`config.mk`:
```
export PLATFORM = sky130hd
export DESIGN_NAME = stump_alu_seq
export DESIGN_NICKNAME = d
export VERILOG_FILES = /design/src/rtl/stump_alu_pkg.sv /design/src/rtl/stump_mul_seq.sv /design/src/rtl/stump_alu_seq.sv
export SDC_FILE = /design/constraint.sdc
export NUM_CORES = 1
export LEC_CHECK = 0
export BUFFER_PORTS_ARGS = -buffer_cell sky130_fd_sc_hd__buf_2
export CELL_PAD_IN_SITES_DETAIL_PLACEMENT = 2
export CELL_PAD_IN_SITES_GLOBAL_PLACEMENT = 2
export CORE_MARGIN = 2
export CORE_UTILIZATION = 33
export CTS_BUF_LIST = sky130_fd_sc_hd__clkbuf_16
export DETAILED_ROUTE_END_ITERATION = 7
export GPL_TIMING_DRIVEN = 0
export HOLD_SLACK_MARGIN = 0.08
export PLACE_DENSITY_LB_ADDON = 0.3
export SLEW_MARGIN = 20
export SYNTH_ARGS = -nofsm -noshare
export SYNTH_HDL_FRONTEND = slang
export SYNTH_SLANG_ARGS = --single-unit
```
`constraint.sdc`:
```
create_clock -name clk -period 6.3 [get_ports clk]
set_clock_uncertainty 0.2 [all_clocks]
set_input_delay 0.945 -clock clk [delete_from_list [all_inputs] [get_ports clk]]
set_output_delay 0.945 -clock clk [all_outputs]
set_load 0.02 [all_outputs]
```
`src/rtl/stump_alu_pkg.sv`:
```
// stump_alu_pkg: shared encodings for the registered Stump ALU.
`default_nettype none

package stump_alu_pkg;

  localparam logic [2:0] FN_ADD = 3'b000;
  localparam logic [2:0] FN_ADC = 3'b001;
  localparam logic [2:0] FN_SUB = 3'b010;
  localparam logic [2:0] FN_SBC = 3'b011;
  localparam logic [2:0] FN_AND = 3'b100;
  localparam logic [2:0] FN_OR  = 3'b101;
  localparam logic [2:0] FN_MUL = 3'b110;
  localparam logic [2:0] FN_MOV = 3'b111;

  localparam int FLG_N = 3;
  localparam int FLG_Z = 2;
  localparam int FLG_V = 1;
  localparam int FLG_C = 0;

  typedef enum logic [1:0] {
    ST_IDLE = 2'd0,
    ST_MUL  = 2'd1,
    ST_DONE = 2'd2
  } state_e;

endpackage

`default_nettype wire

```
`src/rtl/stump_mul_seq.sv`:
```
// stump_mul_seq: iterative shift-add unsigned multiplier, one partial product per cycle.
`default_nettype none

module stump_mul_seq #(
  parameter int WIDTH = 16,
  parameter int CNT_W = $clog2(WIDTH + 1)
) (
  input  logic               clk,
  input  logic               rst,
  input  logic               start,
  input  logic [WIDTH-1:0]   a,
  input  logic [WIDTH-1:0]   b,
  output logic               busy,
  output logic               done,
  output logic [2*WIDTH-1:0] product
);

  logic [2*WIDTH-1:0] acc_q, acc_d;
  logic [2*WIDTH-1:0] mcand_q, mcand_d;
  logic [WIDTH-1:0]   mplier_q, mplier_d;
  logic [CNT_W-1:0]   cnt_q, cnt_d;
  logic               busy_q, busy_d;

  always_comb begin
    acc_d    = acc_q;
    mcand_d  = mcand_q;
    mplier_d = mplier_q;
    cnt_d    = cnt_q;
    busy_d   = busy_q;
    if (start) begin
      acc_d    = '0;
      mcand_d  = {{WIDTH{1'b0}}, a};
      mplier_d = b;
      cnt_d    = CNT_W'(WIDTH);
      busy_d   = 1'b1;
    end else if (busy_q) begin
      if (cnt_q != '0) begin
        if (mplier_q[0]) acc_d = acc_q + mcand_q;
        mcand_d  = mcand_q << 1;
        mplier_d = mplier_q >> 1;
        cnt_d    = cnt_q - 1'b1;
      end else begin
        busy_d = 1'b0;
      end
    end
  end

  always_ff @(posedge clk or negedge rst) begin
    if (!rst) begin
      acc_q    <= '0;
      mcand_q  <= '0;
      mplier_q <= '0;
      cnt_q    <= '0;
      busy_q   <= 1'b0;
    end else begin
      acc_q    <= acc_d;
      mcand_q  <= mcand_d;
      mplier_q <= mplier_d;
      cnt_q    <= cnt_d;
      busy_q   <= busy_d;
    end
  end

  assign busy    = busy_q;
  assign done    = busy_q && (cnt_q == '0);
  assign product = acc_q;

endmodule

`default_nettype wire

```
`src/rtl/stump_alu_seq.sv`:
```
// stump_alu_seq: registered Stump ALU with NZVC flag register and valid/ready handshake.
// Define STUMP_ALU_MUL_EN to build the iterative multiplier for func 110 (otherwise 110 acts as MOV).
`default_nettype none

module stump_alu_seq
  import stump_alu_pkg::*;
#(
  parameter int WIDTH     = 16,
  parameter int MUL_CNT_W = $clog2(WIDTH + 1)
) (
  input  logic             clk,
  input  logic             rst,
  input  logic             in_valid,
  output logic             in_ready,
  input  logic [2:0]       func,
  input  logic [WIDTH-1:0] operand_A,
  input  logic [WIDTH-1:0] operand_B,
  input  logic             csh,
  input  logic             set_flags,
  output logic             out_valid,
  output logic [WIDTH-1:0] result,
  output logic [3:0]       flags
);

  state_e           state_q, state_d;
  logic [WIDTH-1:0] result_q, result_d;
  logic [3:0]       flags_q, flags_d;

  logic [WIDTH-1:0] bx, alu_res;
  logic [WIDTH:0]   sum;
  logic             cy, arith, alu_c, alu_v;
  logic [3:0]       alu_flags;

  // Single-cycle ops are evaluated straight from the accepted inputs, so the
  // carry-in is the flag register value before any write on the accept edge.
  always_comb begin
    bx    = operand_B;
    cy    = 1'b0;
    arith = 1'b1;
    case (func)
      FN_ADC:  cy = flags_q[FLG_C];
      FN_SUB:  begin bx = ~operand_B; cy = 1'b1; end
      FN_SBC:  begin bx = ~operand_B; cy = flags_q[FLG_C]; end
      FN_ADD:  arith = 1'b1;
      default: arith = 1'b0;
    endcase
    sum = {1'b0, operand_A} + {1'b0, bx} + {{WIDTH{1'b0}}, cy};
    case (func)
      FN_AND:  alu_res = operand_A & operand_B;
      FN_OR:   alu_res = operand_A | operand_B;
      default: alu_res = arith ? sum[WIDTH-1:0] : operand_B;
    endcase
    alu_c = arith ? sum[WIDTH] : csh;
    alu_v = arith && (operand_A[WIDTH-1] == bx[WIDTH-1])
                  && (sum[WIDTH-1] != operand_A[WIDTH-1]);
    alu_flags = {alu_res[WIDTH-1], (alu_res == '0), alu_v, alu_c};
  end

`ifdef STUMP_ALU_MUL_EN
  logic               mul_start, mul_busy, mul_done;
  logic [2*WIDTH-1:0] mul_prod;
  logic               sf_q, sf_d;

  stump_mul_seq #(
    .WIDTH (WIDTH),
    .CNT_W (MUL_CNT_W)
  ) u_mul (
    .clk     (clk),
    .rst     (rst),
    .start   (mul_start),
    .a       (operand_A),
    .b       (operand_B),
    .busy    (mul_busy),
    .done    (mul_done),
    .product (mul_prod)
  );
`endif

  always_comb begin
    state_d  = state_q;
    result_d = result_q;
    flags_d  = flags_q;
`ifdef STUMP_ALU_MUL_EN
    mul_start = 1'b0;
    sf_d      = sf_q;
`endif
    case (state_q)
      ST_IDLE: begin
        if (in_valid) begin
`ifdef STUMP_ALU_MUL_EN
          sf_d = set_flags;
          if (func == FN_MUL) begin
            mul_start = 1'b1;
            state_d   = ST_MUL;
          end else
`endif
          begin
            result_d = alu_res;
            if (set_flags) flags_d = alu_flags;
            state_d = ST_DONE;
          end
        end
      end
      ST_MUL: begin
`ifdef STUMP_ALU_MUL_EN
        if (mul_done && mul_busy) begin
          result_d = mul_prod[WIDTH-1:0];
          if (sf_q) begin
            flags_d = {mul_prod[WIDTH-1], (mul_prod[WIDTH-1:0] == '0), 1'b0,
                       (mul_prod[2*WIDTH-1:WIDTH] != '0)};
          end
          state_d = ST_DONE;
        end
`else
        state_d = ST_IDLE;
`endif
      end
      ST_DONE: state_d = ST_IDLE;
      default: state_d = ST_IDLE;
    endcase
  end

  always_ff @(posedge clk or negedge rst) begin
    if (!rst) begin
      state_q  <= ST_IDLE;
      result_q <= '0;
      flags_q  <= 4'b0000;
    end else begin
      state_q  <= state_d;
      result_q <= result_d;
      flags_q  <= flags_d;
    end
  end

`ifdef STUMP_ALU_MUL_EN
  always_ff @(posedge clk or negedge rst) begin
    if (!rst) sf_q <= 1'b0;
    else      sf_q <= sf_d;
  end
`endif

  assign in_ready  = (state_q == ST_IDLE);
  assign out_valid = (state_q == ST_DONE);
  assign result    = result_q;
  assign flags     = flags_q;

endmodule

`default_nettype wire

```
=== Word-level counts from Yosys, hierarchy flattened ===
Cells that the tools add are included.

* Output and inout bits: 22
* Word-level logic and storage cells: 35
* Input bits: 40
* Bits in registers: 22

* Add/sub/neg operators: 2
* Reduce and logical (&&, ||, !) cells: 10
* Bitwise logic cells: 3
* Muxes and demuxes: 8
* Equal/unequal tests: 9

{| class="wikitable"
|+ Operator list
! kind !! count
|-
| two-way mux 16 bit || 2
|-
| one-hot mux 16 bit (2 select lines) || 1
|-
| adder 16 x 16 -> 17 bit || 1
|-
| adder 17 x 1 -> 17 bit || 1
|-
| AND 16 bit || 1
|-
| zero test 16 bit || 1
|-
| inverter 16 bit || 1
|-
| OR 16 bit || 1
|-
| equality test 3 x 2 -> 1 bit (second input constant) || 2
|-
| equality test 3 bit (second input constant) || 2
|-
| two-way mux 2 bit || 2
|-
| OR reduction 2 bit || 2
|-
| OR reduction 4 bit || 1
|-
| equality test 3 x 1 -> 1 bit (second input constant) || 1
|-
| zero test 3 bit || 1
|-
| AND reduction 3 bit || 1
|-
| equality test 2 bit (second input constant) || 1
|-
| logical AND 1 bit || 2
|-
| zero test 2 bit || 1
|-
| two-way mux 1 bit || 2
|-
| != test 2 bit (second input constant) || 1
|-
| one-hot mux 1 bit (2 select lines) || 1
|-
| AND reduction 2 bit || 1
|-
| equality test 1 bit || 1
|-
| != test 1 bit || 1
|}

=== Logic depth before layout (Yosys ltp) ===
* Word-level depth: 8
* Mapped depth: 15
* Depth with buffers taken out: 14

=== Worst setup path after synthesis ===
Ideal clock, no wire load.

* Path type: in2reg
* Start point: input func[1]
* End point: register flags_q[2] (netlist: flags[2])
* Path slack: 2083 ps
* Data arrival time: 3951 ps
* Data required time: 6034 ps
* Path buffers: 2
* Stages on the path: 15
* Path through: clkbuf_1 -> clkbuf_1 -> nand2_1 -> xor2_1 -> fa_1 -> inv_1 -> fa_1 -> a211oi_1 -> nor2_1 -> o31a_1 -> nor4b_4 -> o41ai_2 -> and4b_1 -> nand4_1 -> nand2_1

* Cells in the longest elaborated chain, start to end: 8
* Elaborated cells between the ends (all ways): 17
* Those cells by class: add/sub (2); eq/ne (5); mux (5); reduce/logical (5)

{| class="wikitable"
|+ Ends and longest elaborated chain
! item !! line !! RTL
|-
| from (decl) || stump_alu_seq.sv:15 || <nowiki>input logic [2:0] func,</nowiki>
|-
| equality test 3 x 2 -> 1 bit || stump_alu_seq.sv:40 || <nowiki>case (func)</nowiki>
|-
| OR reduction 2 bit (no source line) || n/a ||
|-
| two-way mux 16 bit || n/a ||
|-
| adder 16 x 16 -> 17 bit || stump_alu_seq.sv:47 || <nowiki>sum = {1'b0, operand_A} + {1'b0, bx} + {{WIDTH{1'b0}}, cy};</nowiki>
|-
| adder 17 x 1 -> 17 bit || stump_alu_seq.sv:47 ||
|-
| two-way mux 16 bit || stump_alu_seq.sv:51 || <nowiki>default: alu_res = arith ? sum[WIDTH-1:0] : operand_B;</nowiki>
|-
| one-hot mux 16 bit (2 select lines) * || stump_alu_seq.sv:48 || <nowiki>case (func)</nowiki>
|-
| zero test 16 bit * || stump_alu_seq.sv:56 || <nowiki>alu_flags = {alu_res[WIDTH-1], (alu_res == '0), alu_v, alu_c};</nowiki>
|-
| to (signal assigned) || stump_alu_seq.sv:131 || <nowiki>flags_q <= flags_d;</nowiki>
|-
| to (decl) || stump_alu_seq.sv:27 || <nowiki>logic [3:0] flags_q, flags_d;</nowiki>
|}

Mark *: on every way between the ends. The rest lies on a longest branch, timed or not.
A chain may end at the register's enable or synchronous reset.

=== Final worst setup path ===
Same ends and word-level chain as after synthesis.

==> out/metrics.yaml <==
status: "completed"
crit_path_top_delay_cell: "nor4bb_1"
portBuffers: 61
postCtsResizedCells: 0
antenna_cells: 0
dp.final_hpwl_mm: 7.69
period_minus_slack_ns: 5.73
crit_required_ns: 6.29
grt_pass1_vias: 2969
ys_ff_latch: 21
wire_per_inst_um: 20.0
syn_area_um2: 2460
ant_nets: 0
placed_area_um2: 2890
crit_path_max_fanout: 10
holdPathStages: 2
post-place-cells: 483
clkTransAtPathRegs_ns: 0.05
clock_sinks: 21
dieHeight_um: 90.3
nets: 446
synth_cell_types: 52
hold_path_class: "reg2reg"
stdcell_area_um2: 2960
synth_area_per_cell_um2: 7.60
post-cts-setup-buffers: 0
grt_pass1_wl_mm: 15.7
worstSetupPathType: "in2reg"
place_congestion: 0.830
drtIter0Drc: 78
antenna_found_initial: 0
multi_input_area_um2: 1810
fin_total_pwr_mw: 0.656
leakage_nw: 1.33
clockRootBuffer: "clkbuf_16"
drc_errors: 0
reg2regPathDepth: 14
cap_viol_max_count: 0
fp.dieArea_um2: 8150
cts.htree.levels: 1
vias: 2749
netlist.area_leader.share_pct: 21.4
slew_headroom_pct: 44.4
powerDensity_nw_per_um2: 221
synth_nets: 380
fillers: 879
start_util_pct: 34.0
rows: 31
gr-total-overflow: 0
drive_gt1_share_pct: 20.6
syn_inst: 323
ff_latch_area_um2: 526
core_region_area_um2: 7210
tns_ns: 0
cts_made_buffers: 3
yosysMostFrequentCell: "nand2_1"
slowest_delay_ns: 0.73
ioPinCount: 62
drt_first_pass_iters: 4
ys_top_cells_by_area: "dfrtp_1, o21ai_0, ha_1"
vias_per_cell: 5.64
die_x_um: 90.3
yosysWarnings: 0
crit_arrival_ns: 5.72
clock.fmax_ghz: 0.174
clockBufferDepth: 2
crit_path_start_kind: "primary input"
fin_cells: 487
final_min_period_over_clock_period_pct: 91.0
postRouteWirelength_mm: 9.73
vdd_drop_max_mv: 0.0814
cp_cell_sequence: "buf_2, clkbuf_1, clkbuf_1, nand2_1, xor2_1, fa_1, inv_1, fa_1, a211oi_1, o21bai_1, nand3_1, nor4bb_1, nand3_1, nor4_1, nand4_1, nand2_1"
rsz0062_at_grt: "no"
ys_top_cells_by_count: "nand2_1, o21ai_0, a21oi_1"
post-route-util_pct: 41.1
grt_max_degree: 22
cts_tree: "built"
tightestPinTransition_ns: 0.822
clkLatencyLatePin_ns: 0.25
yosysSeqAreaShare_pct: 21.4
syn_to_final_growth_pct: 20.7
finalSetupViolations: 0
synth_top_area_cell: "dfrtp_1"
synth_edf_count: 0
endpoint_kind: "flip-flop"
slew_viol_final: 0
track_usage_pct: 23.9
synth_ff_type: "dfrtp_1"
holdBufCountCts: 0
synthArstFlopShare_pct: 100
hold_violations: 0
## where the power goes
part,switching (mW),internal [mW],leakage [nW]
registers,0.0153,0.161,0.256
clock network,0.0463,0.0845,0.0423
logic,0.223,0.126,1.03
total,0.284,0.372,1.33
## metal layers
layer | up-vias | global-route usage, % | share of wire [%]
met5 | - | 0 | 0
met4 | 0 | 5.26 | 1.4
met3 | 11 | 2.17 | 3.2
met2 | 63 | 44.8 | 51
met1 | 1359 | 29.6 | 44
li1 | 1316 | - | -
## state kept, by name, indices dropped and copies added (netlist names)
signal	flops
flags	4
result	16
state_q	1
## placed cells by master, fill, tap and decap left out, types with 2 or more instances in the layout
cell	count
mux2i_1	4
a211o_1	2
nor2b_1	9
o211ai_1	8
ha_1	15
mux2_2	2
a31oi_1	8
o21ai_0	42
nand2_1	44
o31a_1	3
nor4_1	2
nor2_1	18
clkbuf_1	10
and3_1	4
nand4_1	3
a21o_1	5
a21oi_1	23
o21ai_1	3
dfrtp_1	21
inv_1	9
o311ai_0	2
o31ai_1	4
a211oi_1	4
o21bai_1	4
clkinv_1	2
nor3_1	4
xor2_1	3
o21a_1	7
xnor2_1	17
clkbuf_16	3
nand3_1	10
buf_2	67
nor3b_1	2
or3_1	4
fa_1	2
## worst max-delay path, delay by kind of cell
family	cells	cell delay, ns
compound gates	2	0.56
xor+xnor	1	0.28
fa+ha+maj	2	0.67
buf+inv	4	1.26
simple gates	7	2.01
## per-stage QoR
stage	hold slack, ns	worst slack [ns]
3_5_place_dp	0.265	0.465
6_report	0.279	0.569
3_3_place_gp	0.254	0.514
2_1_floorplan	0.377	2.08
5_1_grt	0.302	0.246
4_1_cts	0.278	0.585
## kinds of logic (layout without fill, tap and decap cells)
| logic type | count (synthesis) | after routing | share of synthesized area, % |
|---|---|---|---|
| AOI/OAI and AO/OA | 122 | 122 | 32.2 |
| buffers and inverters | 27 | 92 | 4.74 |
| muxes | 6 | 6 | 2.55 |
| and+or+nand+nor | 110 | 110 | 22.7 |
| adders and majority gates | 17 | 17 | 9.27 |
| xor gates and xnor gates | 20 | 20 | 7.13 |
| DFF | 21 | 21 | 21.4 |
## final timing paths
check                      slack [ns]  startpoint          to
setup / recovery                 0.57     func[1]    flags[2]
hold / removal                   0.28    flags[2]    flags[2]
setup reg to reg                 2.50    flags[0]    flags[2]
hold reg to reg                  0.28    flags[2]    flags[2]
max in group asynchronous        5.13         rst  result[15]
min in group asynchronous        0.44         rst   result[4]
## area by class of cell
type	count	area share, %
repair buffers	61	10.3
plain buffers	17	2.66
flip-flops and latches	21	17.7
clock buffers	3	2.53
clock inverters	1	0.127
multi-input cells	275	61.2
inverters	10	1.27
well taps	99	4.18
Note: power is estimated with default switching activity, not from simulation.
